File: src/rtl/arm_lsu.sv
// arm_lsu: load/store unit between the core memory stage and a valid/ready data bus.
// The core holds req until done; the unit latches the request, runs one bus transfer
// (or faults straight away), then pulses done for a single cycle.
//
// Optional feature macro: ARM_LSU_HALFWORD_EN. When defined, size 01 is a legal halfword
// access. When undefined, size 01 faults with code 11 and no halfword datapath is built.
//
// Ports:
//   clk, reset             clock, asynchronous active-low reset
//   req, we, size          core request, store select, access size (00 B, 01 H, 10 W)
//   signed_ld, addr, wdata sign-extend loads, byte address, right-aligned store data
//   stall, done            req & ~done; one-cycle completion pulse
//   rdata, fault           extended load data and fault flag, both valid with done
//   fault_code             01 misaligned, 10 timeout, 11 unsupported size
//   mem_*                  registered bus request; mem_rdata sampled on mem_valid & mem_ready
module arm_lsu #(
  parameter int unsigned ADDR_WIDTH = 32,
  parameter int unsigned TIMEOUT    = 16
) (
  input  logic                  clk,
  input  logic                  reset,
  input  logic                  req,
  input  logic                  we,
  input  logic [1:0]            size,
  input  logic                  signed_ld,
  input  logic [ADDR_WIDTH-1:0] addr,
  input  logic [31:0]           wdata,
  output logic                  stall,
  output logic                  done,
  output logic [31:0]           rdata,
  output logic                  fault,
  output logic [1:0]            fault_code,
  output logic                  mem_valid,
  input  logic                  mem_ready,
  output logic                  mem_we,
  output logic [ADDR_WIDTH-1:0] mem_addr,
  output logic [3:0]            mem_be,
  output logic [31:0]           mem_wdata,
  input  logic [31:0]           mem_rdata
);

  // A zero TIMEOUT still needs a one-bit counter so the declarations stay legal.
  localparam int unsigned CntW = (TIMEOUT > 0) ? $clog2(TIMEOUT + 1) : 1;
  localparam logic [CntW-1:0] CntLast = (TIMEOUT > 0) ? CntW'(TIMEOUT - 1) : '0;

  typedef enum logic [1:0] {StIdle, StBus, StDone} state_e;

  state_e                state_q, state_d;
  logic                  we_q, we_d;
  logic [1:0]            size_q, size_d;
  logic                  signed_q, signed_d;
  logic [1:0]            addr_lo_q, addr_lo_d;
  logic [CntW-1:0]       cnt_q, cnt_d;
  logic                  mem_valid_q, mem_valid_d;
  logic                  mem_we_q, mem_we_d;
  logic [ADDR_WIDTH-1:0] mem_addr_q, mem_addr_d;
  logic [3:0]            mem_be_q, mem_be_d;
  logic [31:0]           mem_wdata_q, mem_wdata_d;
  logic                  fault_q, fault_d;
  logic [1:0]            fault_code_q, fault_code_d;
  logic [31:0]           rdata_q, rdata_d;

  logic [7:0]            ld_byte;
  logic [31:0]           ld_data;
  logic [3:0]            req_be;
  logic [31:0]           req_wdata;
  logic                  req_illegal;
  logic                  req_misaligned;
`ifdef ARM_LSU_HALFWORD_EN
  logic [15:0]           ld_half;
`endif

  // Decode the incoming request: lane enables, replicated store data, fault causes.
  always_comb begin
    req_be         = 4'b0000;
    req_wdata      = wdata;
    req_illegal    = 1'b0;
    req_misaligned = 1'b0;
    case (size)
      2'b00: begin
        req_be    = 4'b0001 << addr[1:0];
        req_wdata = {4{wdata[7:0]}};
      end
      2'b01: begin
`ifdef ARM_LSU_HALFWORD_EN
        req_misaligned = addr[0];
        req_be         = addr[1] ? 4'b1100 : 4'b0011;
        req_wdata      = {2{wdata[15:0]}};
`else
        req_illegal    = 1'b1;
`endif
      end
      2'b10: begin
        req_misaligned = (addr[1:0] != 2'b00);
        req_be         = 4'b1111;
      end
      default: req_illegal = 1'b1;
    endcase
  end

  // Pick the addressed lane out of the bus word and extend it.
  always_comb begin
    ld_byte = 8'h00;
    ld_data = mem_rdata;
    case (addr_lo_q)
      2'b00:   ld_byte = mem_rdata[7:0];
      2'b01:   ld_byte = mem_rdata[15:8];
      2'b10:   ld_byte = mem_rdata[23:16];
      default: ld_byte = mem_rdata[31:24];
    endcase
`ifdef ARM_LSU_HALFWORD_EN
    ld_half = addr_lo_q[1] ? mem_rdata[31:16] : mem_rdata[15:0];
`endif
    case (size_q)
      2'b00:   ld_data = {{24{signed_q & ld_byte[7]}}, ld_byte};
`ifdef ARM_LSU_HALFWORD_EN
      2'b01:   ld_data = {{16{signed_q & ld_half[15]}}, ld_half};
`endif
      default: ld_data = mem_rdata;
    endcase
  end

  always_comb begin
    state_d      = state_q;
    we_d         = we_q;
    size_d       = size_q;
    signed_d     = signed_q;
    addr_lo_d    = addr_lo_q;
    cnt_d        = cnt_q;
    mem_valid_d  = mem_valid_q;
    mem_we_d     = mem_we_q;
    mem_addr_d   = mem_addr_q;
    mem_be_d     = mem_be_q;
    mem_wdata_d  = mem_wdata_q;
    fault_d      = fault_q;
    fault_code_d = fault_code_q;
    rdata_d      = rdata_q;
    case (state_q)
      StIdle: begin
        if (req) begin
          we_d      = we;
          size_d    = size;
          signed_d  = signed_ld;
          addr_lo_d = addr[1:0];
          rdata_d   = 32'h0;
          cnt_d     = '0;
          if (req_illegal) begin
            state_d      = StDone;
            fault_d      = 1'b1;
            fault_code_d = 2'b11;
          end else if (req_misaligned) begin
            state_d      = StDone;
            fault_d      = 1'b1;
            fault_code_d = 2'b01;
          end else begin
            state_d     = StBus;
            mem_valid_d = 1'b1;
            mem_we_d    = we;
            mem_addr_d  = {addr[ADDR_WIDTH-1:2], 2'b00};
            mem_be_d    = req_be;
            mem_wdata_d = req_wdata;
          end
        end
      end
      StBus: begin
        // A response in the last watchdog cycle still completes normally.
        if (mem_ready) begin
          state_d      = StDone;
          mem_valid_d  = 1'b0;
          cnt_d        = '0;
          fault_d      = 1'b0;
          fault_code_d = 2'b00;
          rdata_d      = we_q ? 32'h0 : ld_data;
        end else if (TIMEOUT != 0 && cnt_q == CntLast) begin
          state_d      = StDone;
          mem_valid_d  = 1'b0;
          cnt_d        = '0;
          fault_d      = 1'b1;
          fault_code_d = 2'b10;
          rdata_d      = 32'h0;
        end else if (TIMEOUT != 0) begin
          cnt_d = cnt_q + 1'b1;
        end
      end
      StDone: begin
        // The req still high here belongs to the access that is finishing.
        state_d      = StIdle;
        fault_d      = 1'b0;
        fault_code_d = 2'b00;
        rdata_d      = 32'h0;
      end
      default: state_d = StIdle;
    endcase
  end

  always_ff @(posedge clk or negedge reset) begin
    if (!reset) begin
      state_q      <= StIdle;
      we_q         <= 1'b0;
      size_q       <= 2'b00;
      signed_q     <= 1'b0;
      addr_lo_q    <= 2'b00;
      cnt_q        <= '0;
      mem_valid_q  <= 1'b0;
      mem_we_q     <= 1'b0;
      mem_addr_q   <= '0;
      mem_be_q     <= 4'b0000;
      mem_wdata_q  <= 32'h0;
      fault_q      <= 1'b0;
      fault_code_q <= 2'b00;
      rdata_q      <= 32'h0;
    end else begin
      state_q      <= state_d;
      we_q         <= we_d;
      size_q       <= size_d;
      signed_q     <= signed_d;
      addr_lo_q    <= addr_lo_d;
      cnt_q        <= cnt_d;
      mem_valid_q  <= mem_valid_d;
      mem_we_q     <= mem_we_d;
      mem_addr_q   <= mem_addr_d;
      mem_be_q     <= mem_be_d;
      mem_wdata_q  <= mem_wdata_d;
      fault_q      <= fault_d;
      fault_code_q <= fault_code_d;
      rdata_q      <= rdata_d;
    end
  end

  assign done       = (state_q == StDone);
  assign stall      = req & ~done;
  assign rdata      = rdata_q;
  assign fault      = fault_q;
  assign fault_code = fault_code_q;
  assign mem_valid  = mem_valid_q;
  assign mem_we     = mem_we_q;
  assign mem_addr   = mem_addr_q;
  assign mem_be     = mem_be_q;
  assign mem_wdata  = mem_wdata_q;

endmodule

File: config.mk
export PLATFORM = sky130hd
export DESIGN_NAME = arm_lsu
export DESIGN_NICKNAME = d
export VERILOG_FILES = /design/src/rtl/arm_lsu.sv
export SDC_FILE = /design/constraint.sdc
export NUM_CORES = 1
export LEC_CHECK = 0
export BUFFER_PORTS_ARGS = -buffer_cell sky130_fd_sc_hd__buf_2
export CORE_ASPECT_RATIO = 1.25
export CORE_MARGIN = 5
export CORE_UTILIZATION = 35
export CTS_BUF_LIST = sky130_fd_sc_hd__clkbuf_16
export DETAILED_ROUTE_END_ITERATION = 6
export PLACE_DENSITY = 0.66
export SKIP_LAST_GASP = 1
export SLEW_MARGIN = 30
export SYNTH_ARGS = -nofsm -noshare
export SYNTH_HDL_FRONTEND = slang
export SYNTH_SLANG_ARGS = --single-unit
export TNS_END_PERCENT = 1
File: constraint.sdc
create_clock -name clk -period 4.2 [get_ports clk]
set_input_delay 0.84 -clock clk [delete_from_list [all_inputs] [get_ports clk]]
set_output_delay 0.84 -clock clk [all_outputs]
set_load 0.005 [all_outputs]
# Yosys cells after proc, flatten, opt, wreduce, memory -nomap -nowiden
# Cells that the tools add are included.
op_classes:
  n_addsub: 1
  eq_ne: 11
  n_shift: 1
  muxes: 37
  bitwise: 4
  reduce_logical: 15
op_table:
  columns: ["operator", "n"]
  rows:
  - ["$mux 32", 6]
  - ["$pmux 32 s3", 1]
  - ["$pmux 8 s3", 1]
  - ["$mux 2", 9]
  - ["$mux 5", 3]
  - ["$mux 1", 11]
  - ["$pmux 5 s2", 1]
  - ["$logic_not 2->1", 4]
  - ["$pmux 4 s2", 1]
  - ["$reduce_and 4->1", 2]
  - ["$eq 2x2->1 const B", 3]
  - ["$ne 2x2->1 const B", 3]
  - ["$ne 3x3->1 const B", 2]
  - ["$pmux 2 s3", 1]
  - ["$reduce_and 2->1", 3]
  - ["$add 5x1->5 const B", 1]
  - ["$eq 5x4->1 const B", 1]
  - ["$reduce_and 5->1", 1]
  - ["$eq 2x1->1 const B", 2]
  - ["$pmux 2 s2", 1]
  - ["$reduce_bool 2->1", 2]
  - ["$shl 1x2->4 const A", 1]
  - ["$pmux 1 s3", 1]
  - ["$reduce_and 3->1", 1]
  - ["5 further kinds", 7]
totals:
  register_bits: 116
  elab_cells: 83

# Logic depth before layout (Yosys ltp)
logic_depth:
  ltp_word: 7
  depth_mapped: 9

# Worst setup path before layout
# Ideal clock, no wire load.
synth_timing:
  path_type: "in2reg"
  from: "input port mem_ready"
  to: "register rdata_q[2], in the netlist rdata[2]"
  t_arrival_ns: 1.946
  t_required_ns: 4.074
  slack_ns: 2.128
  path_stages: 6
  path_buffers: 2
  cell_sequence: "nor2b_1 > o21a_4 > or3_1 > buf_2 > buf_6 > a221o_1"
synth_between:
  elab_chain_cells: 2
synth_rtl:
  columns: ["element", "line", "rtl"]
  rows:
  - ["start: declaration", "34", "input logic mem_ready,"]
  - ["$ne 3x3->1 (no line) / $mux 32 (equally long branches)", null, null]
  - ["$reduce_and 3->1 (no line) / $pmux 32 s3 (equally long branches)", null, null]
  - ["end signal: assignment", "226", "rdata_q <= rdata_d;"]
  - ["end: declaration", "61", "logic [31:0] rdata_q, rdata_d;"]
# Parallel ways exist; a longest one is shown, timed or not.
# A chain may end at the register's enable or synchronous reset.

# Worst setup path in the final report
layout_timing:
  from: "register state_q[0]"
  to: "register mem_wdata_q[4], in the netlist mem_wdata[4]"
layout_between:
  elab_chain_cells: 2
layout_rtl:
  columns: ["element", "line", "rtl"]
  rows:
  - ["start: declaration", "48", "state_e state_q, state_d;"]
  - ["start signal: assignment", "198", "state_q <= StIdle;"]
  - ["start signal: assignment", "213", "state_q <= state_d;"]
  - ["$logic_not 2->1", "138", "case (state_q)"]
  - ["$reduce_and 4->1 (no line)", null, null]
  - ["end signal: assignment", "223", "mem_wdata_q <= mem_wdata_d;"]
  - ["end: declaration", "58", "logic [31:0] mem_wdata_q, mem_wdata_d;"]
# No other way between the ends.

==> impl_metrics.tcl <==
set metrics [dict create \
    outcome "finished clean" \
    dr.pass1.iters 6 \
    start_kind "flop" \
    gp_congestion 0.877 \
    seq_area_frac_synth_pct 56.3 \
    final_net_count 758 \
    synth_edf_count 0 \
    finalHoldViolCount 0 \
    grt_pass1_wl_um 23300 \
    finalSetupViolCount 0 \
    antenna_found_initial 0 \
    cp_data_arrival_time_ns 2.77 \
    fill_cells 1347 \
    rows 49 \
    grtUsageTotal_pct 16.6 \
    worstHoldPathCells 1 \
    slowest_delay_ns 0.52 \
    finClkSkew_ns 0.00767 \
    async_reset_ff_share_pct 100 \
    r2r_slack_ns 1.72 \
    grt_pass1_vias 4562 \
    crit_required_ns 4.49 \
    slew_violations 0 \
    synth_area_leaders "dfrtp_1 (56%), mux2_2 (10%), a21oi_1 (8.1%), o2bb2ai_1 (4.1%), nor2_1 (3.3%)" \
    cts_buffers 17 \
    power_density_nw_per_um2 692 \
    fp.dieArea_um2 17300 \
    viasPerCell 5.11 \
    cts_setup_buffers 0 \
    synth.distinct_cells 45 \
    ys_ff_latch 116 \
    wl_per_cell_um 17.1 \
    overflow 0 \
    rr_endpoint "mem_wdata[4]" \
    hpwlAfterDp_um 10600 \
    postLayoutSetupSlackWorst_ns 1.72 \
    clk_latency_ns 0.41 \
    end_kind "flop" \
    clockBufferDepth 2 \
    dr.first_iter.drc_count 342 \
    yosysTopAreaCell "dfrtp_1" \
    period_share_pct 59.1 \
    ys_warn_count 0 \
    drc 0 \
    tightest_slew_ns 0.842 \
    layout-drive-gt1-share_pct 45.6 \
    drt_wl_total_um 14400 \
    cts_max_level 4 \
    clk_pin_slew_ns 0.05 \
    min_from "rdata[15]" \
    core_area_um2 14400 \
    crit_fanout 91 \
    postCtsHoldBufs 0 \
    clock.fmax_ghz 0.403 \
    clkSinkCount 116 \
    syn_area_um2 5160 \
    ys.flop_type "dfrtp_1" \
    cts_resized 0 \
    setup_tns_ns 0 \
    vias 4289 \
    cts-root-buf "clkbuf_16" \
    pin_count 211 \
    grt_start_max_net_pins 92 \
    cp_top_family "buffers and inverters" \
    crit_slowest_cell "buf_6" \
    diodes 0 \
    crit_path_cell_trace "inv_1, ha_1, nand2_2, nor3_4, buf_6, mux2_2" \
    cts_tree "yes" \
    start_util_pct 35.8 \
    die_height_um 146 \
    r2r_start "state_q[0]" \
    power_leakage_nw 3.39 \
    max_slew_margin_pct 43.9 \
    worstHoldEndpoint "rdata[15]" \
    route.antenna.remaining_nets 0 \
    area_growth_syn_to_layout_pct 34.4 \
    hold_class "reg2reg" \
    io_buffers 208 \
    drv_cap 0 \
    yosys.area.top_type_share_pct 56.3 \
    peakVddDrop_uv 396 \
    synth_area_per_cell_um2 11.4 \
    pre_cts_ws_ns 1.43 \
    critPathKind "reg2reg" \
    rsz0062_at_grt "no" \
    die_w_um 119 \
    synthCells 451 \
    period_minus_slack_ns 2.48 \
    critPathBufInv 2 \
    r2r_cells 6 \
]
routing by layer:
layer,part of all wire [%],track usage [%],up-vias
met5,0,0,-
met4,1.7,6.30,0
met3,9.0,6.34,19
met2,51,27.7,181
met1,39,19.3,2077
li1,-,-,2012
layout make-up:
type | count | area, um^2 | share of cell area [%]
inverter | 12 | 45.0 | 0.650
clock buffer | 17 | 425 | 6.14
sequential | 116 | 2900 | 41.9
multi-input combinational | 292 | 2040 | 29.5
timing repair buffer | 210 | 1070 | 15.5
tap | 178 | 223 | 3.21
clock inverter | 15 | 214 | 3.09
kinds of logic (layout without fill, tap and decap cells):
group / Yosys count / after routing / synth area share [%]
simple gates: 86 / 86 / 8.03
fa+ha+maj: 5 / 5 / 1.21
compound gates: 145 / 145 / 18.3
mux: 54 / 54 / 11.9
other cells: 1 / 2 / 0.0727
buf+inv: 44 / 254 / 4.15
flops: 116 / 116 / 56.3
flip-flops by register name, indices dropped and copies added (netlist names):
register and flops:
we_q 1, fault_code 2, mem_valid 1, mem_addr 30, mem_be 4, size_q 2
mem_wdata 32, state_q 2, addr_lo_q 2, rdata 32, signed_q 1, cnt_q 5
mem_we 1, fault 1
metrics by stage:
| stage | instance area (um^2) | total power [mW] | utilization [%] | std cells | hold WS (ns) |
|---|---|---|---|---|---|
| global placement | 6280 | 3.21 | 43.6 | 808 | 0.467 |
| detailed placement | 6290 | 3.27 | 43.6 | 808 | 0.470 |
| CTS | 6930 | 4.87 | 48.1 | 840 | 0.484 |
| finish | 6930 | 4.79 | 48.1 | 840 | 0.479 |
| floorplan | 5160 | 2.63 | - | 452 | 0.464 |
| global route | 6930 | 5.09 | 48.1 | 840 | 0.503 |
synth_stat cells, types with 2 or more instances:
cell type  count
or2_2          2
clkbuf_1      16
buf_6          4
o21ai_0        9
ha_1           5
o21a_1         3
mux2_1         3
inv_1         12
nor3_1        10
nand3_1        2
dfrtp_1      116
a21oi_1       83
nand2_1        9
nor2_1        45
a221o_1        6
mux2_2        47
a21o_1         3
nor2b_1        5
o2bb2ai_1     24
o2bb2ai_2      2
a22oi_1        6
buf_4          2
mux2i_1        3
nand2b_1       5
buf_2          9
where the power goes:
part / total (mW) / switching (mW) / internal, mW
logic: 1.47 / 0.752 / 0.722
clock network: 1.56 / 0.512 / 1.05
registers: 1.76 / 0.247 / 1.51
total: 4.79 / 1.51 / 3.28
cell usage in the layout, fill, tap and decap left out, types with 2 or more instances in the layout:
cell type and instances:
a21o_1 3, a21oi_1 83, a221o_1 6, a22oi_1 6, buf_2 207, bufinv_16 5, clkbuf_16 17, clkinv_2 4
clkinv_4 2, clkinvlp_4 3, conb_1 2, dfrtp_1 116, ha_1 5, inv_1 13, mux2_1 3, mux2_2 47
mux2i_1 3, nand2_1 9, nand2b_1 5, nand3_1 2, nor2_1 45, nor2b_1 5, nor3_1 10, o21a_1 3
o21ai_0 9, o2bb2ai_1 24, o2bb2ai_2 2, or2_2 2
how the worst max path moves through the flow:
stage / to / start / cells after the start / slack [ns]
after floorplan: rdata[2] / mem_ready / 6 / 2.13
after global placement: mem_wdata[7] / req / 5 / 1.49
after detailed placement: mem_addr[19] / req / 5 / 1.43
after CTS: mem_addr[19] / state_q[0] / 6 / 1.51
after global routing: mem_addr[28] / state_q[1] / 6 / 1.57
final: mem_wdata[4] / state_q[0] / 6 / 1.72
Note: power is estimated with default switching activity, not from simulation.
